[src/rtl/branch_resolver_pkg.sv]
// -----------------------------------------------------------------------------
// branch_resolver_pkg
// Shared definitions for the branch resolver slice: instruction address width,
// the all-zero word, resolver FSM state encodings and the layout of one tracked
// branch entry (PC, predicted direction, predicted target).
// -----------------------------------------------------------------------------
package branch_resolver_pkg;

   localparam int INST_ADDR_W = 32;

   typedef logic [INST_ADDR_W-1:0] inst_addr_t;

   localparam inst_addr_t ZERO_WORD = '0;

   typedef enum logic {
      RESOLVER_NORMAL  = 1'b0,
      RESOLVER_RECOVER = 1'b1
   } resolver_state_t;

   typedef struct packed {
      inst_addr_t pc;
      logic       taken;
      inst_addr_t target;
   } branch_entry_t;

   localparam int ENTRY_W = $bits(branch_entry_t);

   // Sequential fetch address after a branch that is not taken.
   function automatic inst_addr_t fallthrough_pc(input inst_addr_t pc);
      return pc + 32'd4;
   endfunction

endpackage

[src/rtl/branch_resolver_if.sv]
// -----------------------------------------------------------------------------
// branch_resolver_if
// Bundles the three sides of the resolver:
//   push_*     : IF issues a predicted branch (valid/ready handshake)
//   resolve_*  : EX resolves the oldest in-flight branch
//   outputs    : predictor training (update_predict, predict_success,
//                last_branch_pc), pipeline flush/redirect, resolve_err and
//                queue occupancy (in_flight)
// Modports: slave = resolver side, master = driver side (IF/EX/testbench).
// -----------------------------------------------------------------------------
interface branch_resolver_if #(
   parameter int PTR_W = 2
);
   import branch_resolver_pkg::*;

   logic       push_valid;
   logic       push_ready;
   inst_addr_t push_pc;
   logic       push_taken;
   inst_addr_t push_target;

   logic       resolve_valid;
   logic       resolve_taken;
   inst_addr_t resolve_target;

   logic       update_predict;
   logic       predict_success;
   inst_addr_t last_branch_pc;
   logic       flush;
   inst_addr_t redirect_pc;
   logic       resolve_err;
   logic [PTR_W:0] in_flight;

   modport slave (
      input  push_valid, push_pc, push_taken, push_target,
      input  resolve_valid, resolve_taken, resolve_target,
      output push_ready,
      output update_predict, predict_success, last_branch_pc,
      output flush, redirect_pc, resolve_err, in_flight
   );

   modport master (
      output push_valid, push_pc, push_taken, push_target,
      output resolve_valid, resolve_taken, resolve_target,
      input  push_ready,
      input  update_predict, predict_success, last_branch_pc,
      input  flush, redirect_pc, resolve_err, in_flight
   );

endinterface

[src/rtl/branch_resolver_fifo.sv]
// -----------------------------------------------------------------------------
// branch_info_fifo
// In-order circular buffer of predicted branches.
// Ports:
//   clk, rst          : clock, synchronous active-high reset
//   push, push_data   : write one entry (ignored when full without a pop)
//   pop               : retire the head entry (ignored when empty)
//   clear             : drop every entry; wins over push/pop in the same cycle
//   head              : oldest entry, valid when !empty
//   count, full, empty: occupancy status
// -----------------------------------------------------------------------------
module branch_info_fifo
   import branch_resolver_pkg::*;
#(
   parameter int DEPTH = 4,
   parameter int PTR_W = 2
) (
   input  logic          clk,
   input  logic          rst,
   input  logic          push,
   input  branch_entry_t push_data,
   input  logic          pop,
   input  logic          clear,
   output branch_entry_t head,
   output logic [PTR_W:0] count,
   output logic          full,
   output logic          empty
);

   localparam logic [PTR_W-1:0] PTR_ONE  = 1;
   localparam logic [PTR_W:0]   CNT_ONE  = 1;
   localparam logic [PTR_W:0]   FULL_CNT = DEPTH[PTR_W:0];

   logic [ENTRY_W-1:0] mem [DEPTH];
   logic [PTR_W-1:0]   rd_ptr;
   logic [PTR_W-1:0]   wr_ptr;
   logic               push_ok;
   logic               pop_ok;

   // A push at full is only legal when the head leaves in the same cycle.
   always_comb begin
      full    = (count == FULL_CNT);
      empty   = (count == '0);
      pop_ok  = pop && !empty;
      push_ok = push && (!full || pop_ok);
      head    = branch_entry_t'(mem[rd_ptr]);
   end

   // Entry storage carries no reset; only the pointers and count define validity.
   always_ff @(posedge clk) begin
      if (push_ok && !clear) begin
         mem[wr_ptr] <= push_data;
      end
   end

   // Pointers wrap naturally because DEPTH is a power of two.
   always_ff @(posedge clk) begin
      if (rst || clear) begin
         rd_ptr <= '0;
         wr_ptr <= '0;
         count  <= '0;
      end else begin
         if (push_ok) begin
            wr_ptr <= wr_ptr + PTR_ONE;
         end
         if (pop_ok) begin
            rd_ptr <= rd_ptr + PTR_ONE;
         end
         case ({push_ok, pop_ok})
            2'b10:   count <= count + CNT_ONE;
            2'b01:   count <= count - CNT_ONE;
            default: count <= count;
         endcase
      end
   end

endmodule

[src/rtl/branch_resolver.sv]
// -----------------------------------------------------------------------------
// branch_resolver
// EX-side partner of the branch predictor. Every prediction issued at IF is
// queued in order; when EX resolves a branch it is compared with the oldest
// queued prediction and the predictor is trained. A wrong direction or a wrong
// taken-target flushes the pipeline, redirects fetch and squashes every
// younger queued prediction.
// Ports:
//   clk, rst : clock, synchronous active-high reset
//   bus      : branch_resolver_if.slave (push, resolve and result signals)
// All result outputs are registered, one cycle after resolve_valid.
// -----------------------------------------------------------------------------
module branch_resolver
   import branch_resolver_pkg::*;
#(
   parameter int DEPTH = 4,
   parameter int PTR_W = $clog2(DEPTH)
) (
   input  logic              clk,
   input  logic              rst,
   branch_resolver_if.slave  bus
);

   resolver_state_t state;
   resolver_state_t next_state;

   branch_entry_t   head;
   branch_entry_t   push_entry;
   logic [PTR_W:0]  count;
   logic            full;
   logic            empty;

   logic            resolving;
   logic            pop_req;
   logic            err_now;
   logic            dir_ok;
   logic            tgt_ok;
   logic            mispredict_now;
   logic            push_ready_c;
   logic            push_fire;
   inst_addr_t      redirect_next;

   logic            update_predict_q;
   logic            predict_success_q;
   inst_addr_t      last_branch_pc_q;
   logic            flush_q;
   inst_addr_t      redirect_pc_q;
   logic            resolve_err_q;

   branch_info_fifo #(
      .DEPTH (DEPTH),
      .PTR_W (PTR_W)
   ) u_fifo (
      .clk       (clk),
      .rst       (rst),
      .push      (push_fire),
      .push_data (push_entry),
      .pop       (pop_req),
      .clear     (mispredict_now),
      .head      (head),
      .count     (count),
      .full      (full),
      .empty     (empty)
   );

   // Resolve evaluation against the head entry plus the IF-side handshake.
   // A mispredict blocks pushes in the same cycle because the queue is about
   // to be cleared and anything fetched now is on the wrong path.
   always_comb begin
      push_entry.pc     = bus.push_pc;
      push_entry.taken  = bus.push_taken;
      push_entry.target = bus.push_target;

      dir_ok         = (bus.resolve_taken == head.taken);
      tgt_ok         = !bus.resolve_taken || (bus.resolve_target == head.target);
      resolving      = bus.resolve_valid && (state == RESOLVER_NORMAL);
      pop_req        = resolving && !empty;
      err_now        = resolving && empty;
      mispredict_now = pop_req && !(dir_ok && tgt_ok);
      redirect_next  = bus.resolve_taken ? bus.resolve_target : fallthrough_pc(head.pc);

      push_ready_c   = (!full || pop_req) && (state == RESOLVER_NORMAL) && !mispredict_now;
      push_fire      = bus.push_valid && push_ready_c;
   end

   // Next-state logic: RECOVER covers the single flush cycle.
   always_comb begin
      next_state = state;
      case (state)
         RESOLVER_NORMAL:  if (mispredict_now) next_state = RESOLVER_RECOVER;
         RESOLVER_RECOVER: next_state = RESOLVER_NORMAL;
         default:          next_state = RESOLVER_NORMAL;
      endcase
   end

   // State register.
   always_ff @(posedge clk) begin
      if (rst) begin
         state <= RESOLVER_NORMAL;
      end else begin
         state <= next_state;
      end
   end

   // Registered results. Pulses are recomputed every cycle so they drop on
   // their own; the PC outputs hold their last loaded value.
   always_ff @(posedge clk) begin
      if (rst) begin
         update_predict_q  <= 1'b0;
         predict_success_q <= 1'b0;
         last_branch_pc_q  <= ZERO_WORD;
         flush_q           <= 1'b0;
         redirect_pc_q     <= ZERO_WORD;
         resolve_err_q     <= 1'b0;
      end else begin
         update_predict_q  <= pop_req;
         predict_success_q <= pop_req && dir_ok;
         flush_q           <= mispredict_now;
         resolve_err_q     <= err_now;
         if (pop_req) begin
            last_branch_pc_q <= head.pc;
         end
         if (mispredict_now) begin
            redirect_pc_q <= redirect_next;
         end
      end
   end

   assign bus.push_ready      = push_ready_c;
   assign bus.update_predict  = update_predict_q;
   assign bus.predict_success = predict_success_q;
   assign bus.last_branch_pc  = last_branch_pc_q;
   assign bus.flush           = flush_q;
   assign bus.redirect_pc     = redirect_pc_q;
   assign bus.resolve_err     = resolve_err_q;
   assign bus.in_flight       = count;

endmodule

[src/flat_wrapper.sv]
// flat-port wrapper written by rule: the top's interface ports become plain ports
module branch_resolver_flat import branch_resolver_pkg::*;
#(
   parameter int DEPTH = 4,
   parameter int PTR_W = $clog2(DEPTH)
)
  (clk, rst, bus_push_valid, bus_push_pc, bus_push_taken, bus_push_target, bus_resolve_valid, bus_resolve_taken, bus_resolve_target, bus_push_ready, bus_update_predict, bus_predict_success, bus_last_branch_pc, bus_flush, bus_redirect_pc, bus_resolve_err, bus_in_flight);
  branch_resolver_if #(.PTR_W(PTR_W)) bus_i ();
  input  logic clk;
  input  logic rst;
  input wire logic [$bits(bus_i.push_valid)-1:0] bus_push_valid;
  input wire logic [$bits(bus_i.push_pc)-1:0] bus_push_pc;
  input wire logic [$bits(bus_i.push_taken)-1:0] bus_push_taken;
  input wire logic [$bits(bus_i.push_target)-1:0] bus_push_target;
  input wire logic [$bits(bus_i.resolve_valid)-1:0] bus_resolve_valid;
  input wire logic [$bits(bus_i.resolve_taken)-1:0] bus_resolve_taken;
  input wire logic [$bits(bus_i.resolve_target)-1:0] bus_resolve_target;
  output wire logic [$bits(bus_i.push_ready)-1:0] bus_push_ready;
  output wire logic [$bits(bus_i.update_predict)-1:0] bus_update_predict;
  output wire logic [$bits(bus_i.predict_success)-1:0] bus_predict_success;
  output wire logic [$bits(bus_i.last_branch_pc)-1:0] bus_last_branch_pc;
  output wire logic [$bits(bus_i.flush)-1:0] bus_flush;
  output wire logic [$bits(bus_i.redirect_pc)-1:0] bus_redirect_pc;
  output wire logic [$bits(bus_i.resolve_err)-1:0] bus_resolve_err;
  output wire logic [$bits(bus_i.in_flight)-1:0] bus_in_flight;
  assign bus_i.push_valid = bus_push_valid;
  assign bus_i.push_pc = bus_push_pc;
  assign bus_i.push_taken = bus_push_taken;
  assign bus_i.push_target = bus_push_target;
  assign bus_i.resolve_valid = bus_resolve_valid;
  assign bus_i.resolve_taken = bus_resolve_taken;
  assign bus_i.resolve_target = bus_resolve_target;
  assign bus_push_ready = bus_i.push_ready;
  assign bus_update_predict = bus_i.update_predict;
  assign bus_predict_success = bus_i.predict_success;
  assign bus_last_branch_pc = bus_i.last_branch_pc;
  assign bus_flush = bus_i.flush;
  assign bus_redirect_pc = bus_i.redirect_pc;
  assign bus_resolve_err = bus_i.resolve_err;
  assign bus_in_flight = bus_i.in_flight;
  branch_resolver #(.DEPTH(DEPTH), .PTR_W(PTR_W)) u_core (.clk(clk), .rst(rst), .bus(bus_i));
endmodule
[config.mk]
export PLATFORM = sky130hd
export DESIGN_NAME = branch_resolver_flat
export DESIGN_NICKNAME = d
export VERILOG_FILES = /design/src/rtl/branch_resolver_pkg.sv /design/src/rtl/branch_resolver_if.sv /design/src/rtl/branch_resolver_fifo.sv /design/src/rtl/branch_resolver.sv /design/src/flat_wrapper.sv
export SDC_FILE = /design/constraint.sdc
export NUM_CORES = 1
export LEC_CHECK = 0
export CORE_AREA = 2 2 170 172
export CTS_CLUSTER_SIZE = 20
export DETAILED_ROUTE_END_ITERATION = 8
export DIE_AREA = 0 0 172 174
export GPL_TIMING_DRIVEN = 0
export PLACE_DENSITY = 0.86
export SYNTH_ARGS = -nofsm -noshare
export SYNTH_HDL_FRONTEND = slang
export SYNTH_SLANG_ARGS = --single-unit
[constraint.sdc]
create_clock -name clk -period 4.3 [get_ports clk]
set_input_delay 1.29 -clock clk [delete_from_list [all_inputs] [get_ports clk]]
set_output_delay 1.29 -clock clk [all_outputs]
set_load 0.02 [all_outputs]
* Word-level counts from Yosys, hierarchy flattened
Memories as Yosys holds them, arrays and structs flattened. A register that Yosys moved wholly into a read port is not among the register bits.
Index checks and enable logic that the tools add are counted.
** Operators by class
- $add $sub $neg :: 5
- Eq/ne operators :: 5
- Mux-type cells :: 8
- Bitwise operators :: 1
- Reduce and logical (&&, ||, !) cells :: 23
** Operator list (number)
- adder 32 x 3 -> 32 bit, second input constant :: 1
- equality test 32 bit :: 1
- 2-to-1 mux 32 bit :: 1
- logical AND 1 bit :: 12
- case mux 3 bit (2 select lines) :: 1
- logical NOT 1 bit :: 5
- adder 2 x 1 -> 2 bit, second input constant :: 2
- logical OR 1 bit :: 4
- 2-to-1 mux 2 bit :: 2
- adder 3 x 1 -> 3 bit, second input constant :: 1
- equality test 3 bit, second input constant :: 1
- logical NOT 3 bit :: 1
- 2-to-1 mux 1 bit :: 3
- subtractor 3 x 1 -> 3 bit, second input constant :: 1
- equality test 2 x 1 -> 1 bit, second input constant :: 1
- equality test 2 bit, second input constant :: 1
- case mux 1 bit (2 select lines) :: 1
- nonzero test 2 bit :: 1
- equality test 1 bit :: 1
- NOT 1 bit :: 1
** Storage, ports and cells
- Bits in registers :: 76
- Memory bits (writable) :: 260
- Output and inout port bits :: 72
- Memories :: 1
** Memories
- u_core.u_fifo.mem :: words 4, width 65, read ports 1, clocked after memory_dff 1, write ports 1, line branch_resolver_fifo.sv:34 : logic [ENTRY_W-1:0] mem [DEPTH];

* Logic depth before layout (Yosys ltp)
- Depth in word-level cells :: 12
- Depth in mapped cells :: 19
- Mapped depth without buffers :: 14

* Modules after synthesis
From an unflattened synthesis, not the netlist that was laid out.
** Second synthesis, totals
- Cells, all modules :: 876
- Area, all modules :: 13680.6 um^2
** Modules (own cells, without submodules)
- branch_info_fifo :: times used 1, cells each 393, area an instance 9855.7 um^2, seq. area each 7987.7 um^2
- branch_resolver :: times used 1, cells each 483, area an instance 3824.9 um^2, seq. area each 1381.3 um^2

* Least setup slack after synthesis
No wires, ideal clock.
- Kind :: input to register
- Start point :: input port bus_resolve_target[31]
- End point :: memory u_core.u_fifo.mem[0][0] (netlist name), enable pin
- Setup time :: 430 ps
- Data arrival time :: 3919 ps
- Required time :: 3870 ps
- Setup slack :: -49 ps
- Stages :: 6
- Buffers on the path :: 0
- Path through :: xnor2_1 -> nand4_1 -> nor4_4 -> o2111ai_4 -> nand2_4 -> and3_1
** Between the ends
- Cells in the longest elaborated chain, start to end :: 12
** RTL lines
- from (decl) :: line flat_wrapper.sv:17 : input wire logic [$bits(bus_i.resolve_target)-1:0] bus_resolve_target;
- equality test 32 bit * :: line branch_resolver.sv:75 : tgt_ok = !bus.resolve_taken || (bus.resolve_target == head.target);
- logical OR 1 bit * :: line branch_resolver.sv:75
- logical AND 1 bit * :: line branch_resolver.sv:79 : mispredict_now = pop_req && !(dir_ok && tgt_ok);
- logical NOT 1 bit * :: line branch_resolver.sv:79
- logical AND 1 bit * :: line branch_resolver.sv:79
- logical NOT 1 bit * :: line branch_resolver_fifo.sv:51, branch_resolver.sv:82
- logical AND 1 bit :: line branch_resolver.sv:82 : push_ready_c = (!full || pop_req) && (state == RESOLVER_NORMAL) && !mispredict_now;
- logical AND 1 bit :: line branch_resolver.sv:83 : push_fire = bus.push_valid && push_ready_c;
- logical AND 1 bit :: line branch_resolver_fifo.sv:45 : push_ok = push && (!full || pop_ok);
- logical AND 1 bit * :: line branch_resolver_fifo.sv:51 : if (push_ok && !clear) begin
- 2-to-1 mux 1 bit * :: line branch_resolver_fifo.sv:51
- 2-to-1 mux 1 bit (not written as such) * :: line branch_resolver_fifo.sv:52 : mem[wr_ptr] <= push_data;
- to (decl) :: line branch_resolver_fifo.sv:34
Mark *: on every way between the ends. The rest lies on a longest branch, timed or not.

* Final worst setup path
- Start point :: input port bus_resolve_target[0]
- End point :: output port bus_push_ready
** Between the ends
- Cells in the longest elaborated chain, start to end :: 7
** RTL lines
- equality test 32 bit :: line branch_resolver.sv:75
- logical OR 1 bit :: line branch_resolver.sv:75
- logical AND 1 bit :: line branch_resolver.sv:79
- logical NOT 1 bit :: line branch_resolver.sv:79
- logical AND 1 bit :: line branch_resolver.sv:79
- logical NOT 1 bit :: line branch_resolver.sv:82
- logical AND 1 bit :: line branch_resolver.sv:82
- to (decl) :: line flat_wrapper.sv:18 : output wire logic [$bits(bus_i.push_ready)-1:0] bus_push_ready;
No other way between the ends.

==> impl_metrics.toml <==
[setup_path]
crit_fanout = 2
start_kind = "primary input"
critPathKind = "in2out"
arrival_ns = 3.25
slowest_delay_ns = 0.58
crit_chain = "clkdlybuf4s50_1 -> xnor2_1 -> nand4_1 -> a211oi_2 -> o2111a_2 -> nor2_4 -> nor3_2 -> buf_4"
reg2reg_depth = 18
r2r-end = "u_core.u_fifo.count[2]"
crit_start = "bus_resolve_target[0]"
cpMaxStageDelayCell = "clkdlybuf4s50_1"
worst_setup_path_end_kind = "primary output"
crit_family = "buffers and inverters"
r2r_slack_ns = 0.27
critical_path_buf_inv_count = 2
critPathRequiredTime_ns = 3.01

[timing]
setup_viol = 1
fin_ws_ns = -0.2359
relSlewSlack_pct = 30.39
tightest_slew_ns = 1.042
min_period_ns = 4.536
finalClockSkew_ns = 0.01737
hold_viol = 0
setup_tns_ns = -0.2359
drv_slew = 0
fmax_mhz = 220.5
rsz0062_at_grt = "yes"
fin_crit_sh_pct = 105.5

[synth]
ys_types = 67
ys.flop_type = "edfxtp_1"
synth_top_area_share_pct = 56.37
async_reset_ff_share_pct = 0
synth_enable_flop_cells = 260
ys.warnings.count = 0
synth.net_count = 1003
synth_seq_area_share_pct = 67.65
synthTopCellsByArea = "edfxtp_1 (56%), dfxtp_1 (11%), mux4_2 (9.3%)"
netlist_area_mm2 = 0.01385
syn-mean-instance-area_um2 = 15.49
synth-seq-cells = 338
syn_inst = 894
synth.largest_area_cell = "edfxtp_1"

[grt]
grt_usage_pct = 24.18
grt_pass1_vias = 8928
antenna_found_initial = 2
grt_pass1_wl_um = 53300
grt.overflow.total = 0
grt_start_max_net_pins = 38

[routing]
wirelength_um = 36080
drt_iter0_drc = 975
routed_via_density = 5.840
wl_per_cell_um = 23.63
drc = 0
vias = 8918
first_pass_iters = 7
antenna_left = 0

[power]
intPower_w = 0.007525
p_seq_share_pct = 39.8
irDropWorstVdd_mv = 0.3634
p_leak_nw = 5.695
p_clk_share_pct = 27.5
netSwitchingFraction_pct = 31.86
combPwrFrac_pct = 32.7
switchingPower_w = 0.003518
p_per_area_mw_per_mm2 = 633.2

[clock_network]
root_buffer = "clkbuf_16"
cts_tree = "built"
h-tree-depth = 2
insertion_delay_ns = 0.53
cts.sinks = 338
clockBufferDepth = 3
cts_buffers = 35
clk_pin_slew_ns = 0.06

[floorplanning]
fp.coreArea_mm2 = 0.02824
die_x_um = 172
die_h_um = 174
floorplan.io_pins = 174
die-area_mm2 = 0.02993
fp-row-count = 62
initial_core_util_pct = 49.05

[final_layout]
drive_gt1_share_pct = 16.02
fin_util_pct = 61.76
instances_no_fill = 1527
area_growth_pct = 25.92
finalNetCount = 1225

[status]
violations = "setup timing"
outcome = "finished with violations"

[placement]
dp.cells = 1454
port_buffers = 172
place_congestion = 0.9032
dpl_worst_slack_ns = -1.161
place_hpwl_um = 24780

[min_path]
hold_start = "u_core.bus.last_branch_pc[20]"
hold_end = "u_core.bus.last_branch_pc[20]"
min_path_type = "reg2reg"
holdPathStages = 2

[flow_run]
maxCapViolations = 0
[cells in the final DEF, fill, tap and decap left out, types with 7 or more instances in the layout]
cell and instances:
nand3_1 22, nand2_1 100, nor2_1 20, edfxtp_1 260
buf_4 12, buf_2 9, o21ai_1 13, clkbuf_1 27
a21oi_1 51, dfxtp_1 77, clkdlybuf4s50_1 151, nor3_1 7
nor3_2 7, mux4_2 57, o211ai_1 11, inv_1 17
buf_12 8, clkbuf_16 35, xnor2_1 48, o21ai_0 10
xor2_1 16, dlygate4sd2_1 20, mux2i_1 24, nand4_1 16
[cell type report]
type | instances | area (um2)
repair buffers | 187 | 1873
clock inverters | 17 | 193.9
fillers | 2022 | 10800
flip-flops and latches | 338 | 9370
clock buffers | 46 | 957.2
plain buffers | 47 | 317.8
inverters | 18 | 70.07
well taps | 384 | 480.5
diodes | 1 | 2.502
multi-input cells | 489 | 4174
[power by group through the flow]
stage / registers, W / clock network [W] / logic, W
floorplan: 0.00458 / 0 / 0.00208
global placement: 0.00444 / 0 / 0.00334
detailed placement: 0.00444 / 0 / 0.00347
CTS: 0.00439 / 0.00306 / 0.00359
global route: 0.00444 / 0.00319 / 0.00383
finish: 0.00440 / 0.00304 / 0.00361
[Yosys cell counts (13+ instances only)]
library cell,n
nand2_1,100
nor2_1,20
edfxtp_1,260
o21ai_1,13
inv_1,17
mux4_2,57
xnor2_1,50
xor2_1,16
mux2i_1,24
a21oi_1,51
clkbuf_1,23
nand4_1,16
nand3_1,22
dfxtp_1,78
[per-layer routing]
layer	GRT usage, %	part of all wire (%)	up-vias
li1	-	-	3875
met1	32.07	37	4385
met2	39.02	49	558
met3	5.738	11	98
met4	8.894	3.6	2
met5	0	0.044	-
[through the flow]
step                cell area, um2  hold slack [ns]  total power (W)
floorplan                    13850           0.5154         0.006654
global placement             16060           0.4423         0.007773
detailed placement           16150           0.4487         0.007919
CTS                          17430           0.4575          0.01104
global route                 17440           0.4751          0.01146
finish                       17440           0.4637          0.01104
[state kept, by name, indices dropped and copies added (netlist names), named ones only]
signal	flops
u_core.u_fifo.mem	260
u_core.bus.last_branch_pc	32
u_core.bus.redirect_pc	32
u_core.u_fifo.count	3
u_core.u_fifo.rd_ptr	2
u_core.u_fifo.wr_ptr	2
u_core.bus.flush	1
u_core.bus.predict_success	1
u_core.bus.resolve_err	1
u_core.bus.update_predict	1
u_core.state	1
[what timing repair did]
action                     in CTS  in global routing
pin swaps                      10                  2
gates cloned                    0                  0
hold endpoints to repair        0                  0
setup endpoints to repair       1                  1
buffers inserted               11                  0
resized for setup              42                  2
hold buffers                    0                  0
[how the worst max path moves through the flow]
stage | cells past startpoint | slack (ns) | endpoint
after global routing | 10 | -0.25 | bus_push_ready
final | 8 | -0.24 | bus_push_ready
after detailed placement | 9 | -1.16 | bus_push_ready
after floorplan | 7 | 0.24 | bus_push_ready
after global placement | 9 | -1.11 | bus_push_ready
after CTS | 10 | -0.19 | bus_push_ready
[kinds of logic after synthesis]
group,share of synthesized area (%)
xor gates and xnor gates,4.174
buffers and inverters,2.728
DFF,67.65
AOI/OAI and AO/OA,5.637
and+or+nand+nor,8.122
adders and majority gates,0.6866
muxes,11.00
[tightest hold or removal path, cell delays in order, from the launching register on]
cell     delay, ns
dfxtp_1       0.31
nand2_1       0.05
a21oi_1       0.05
Note: power is estimated with default switching activity, not from simulation.
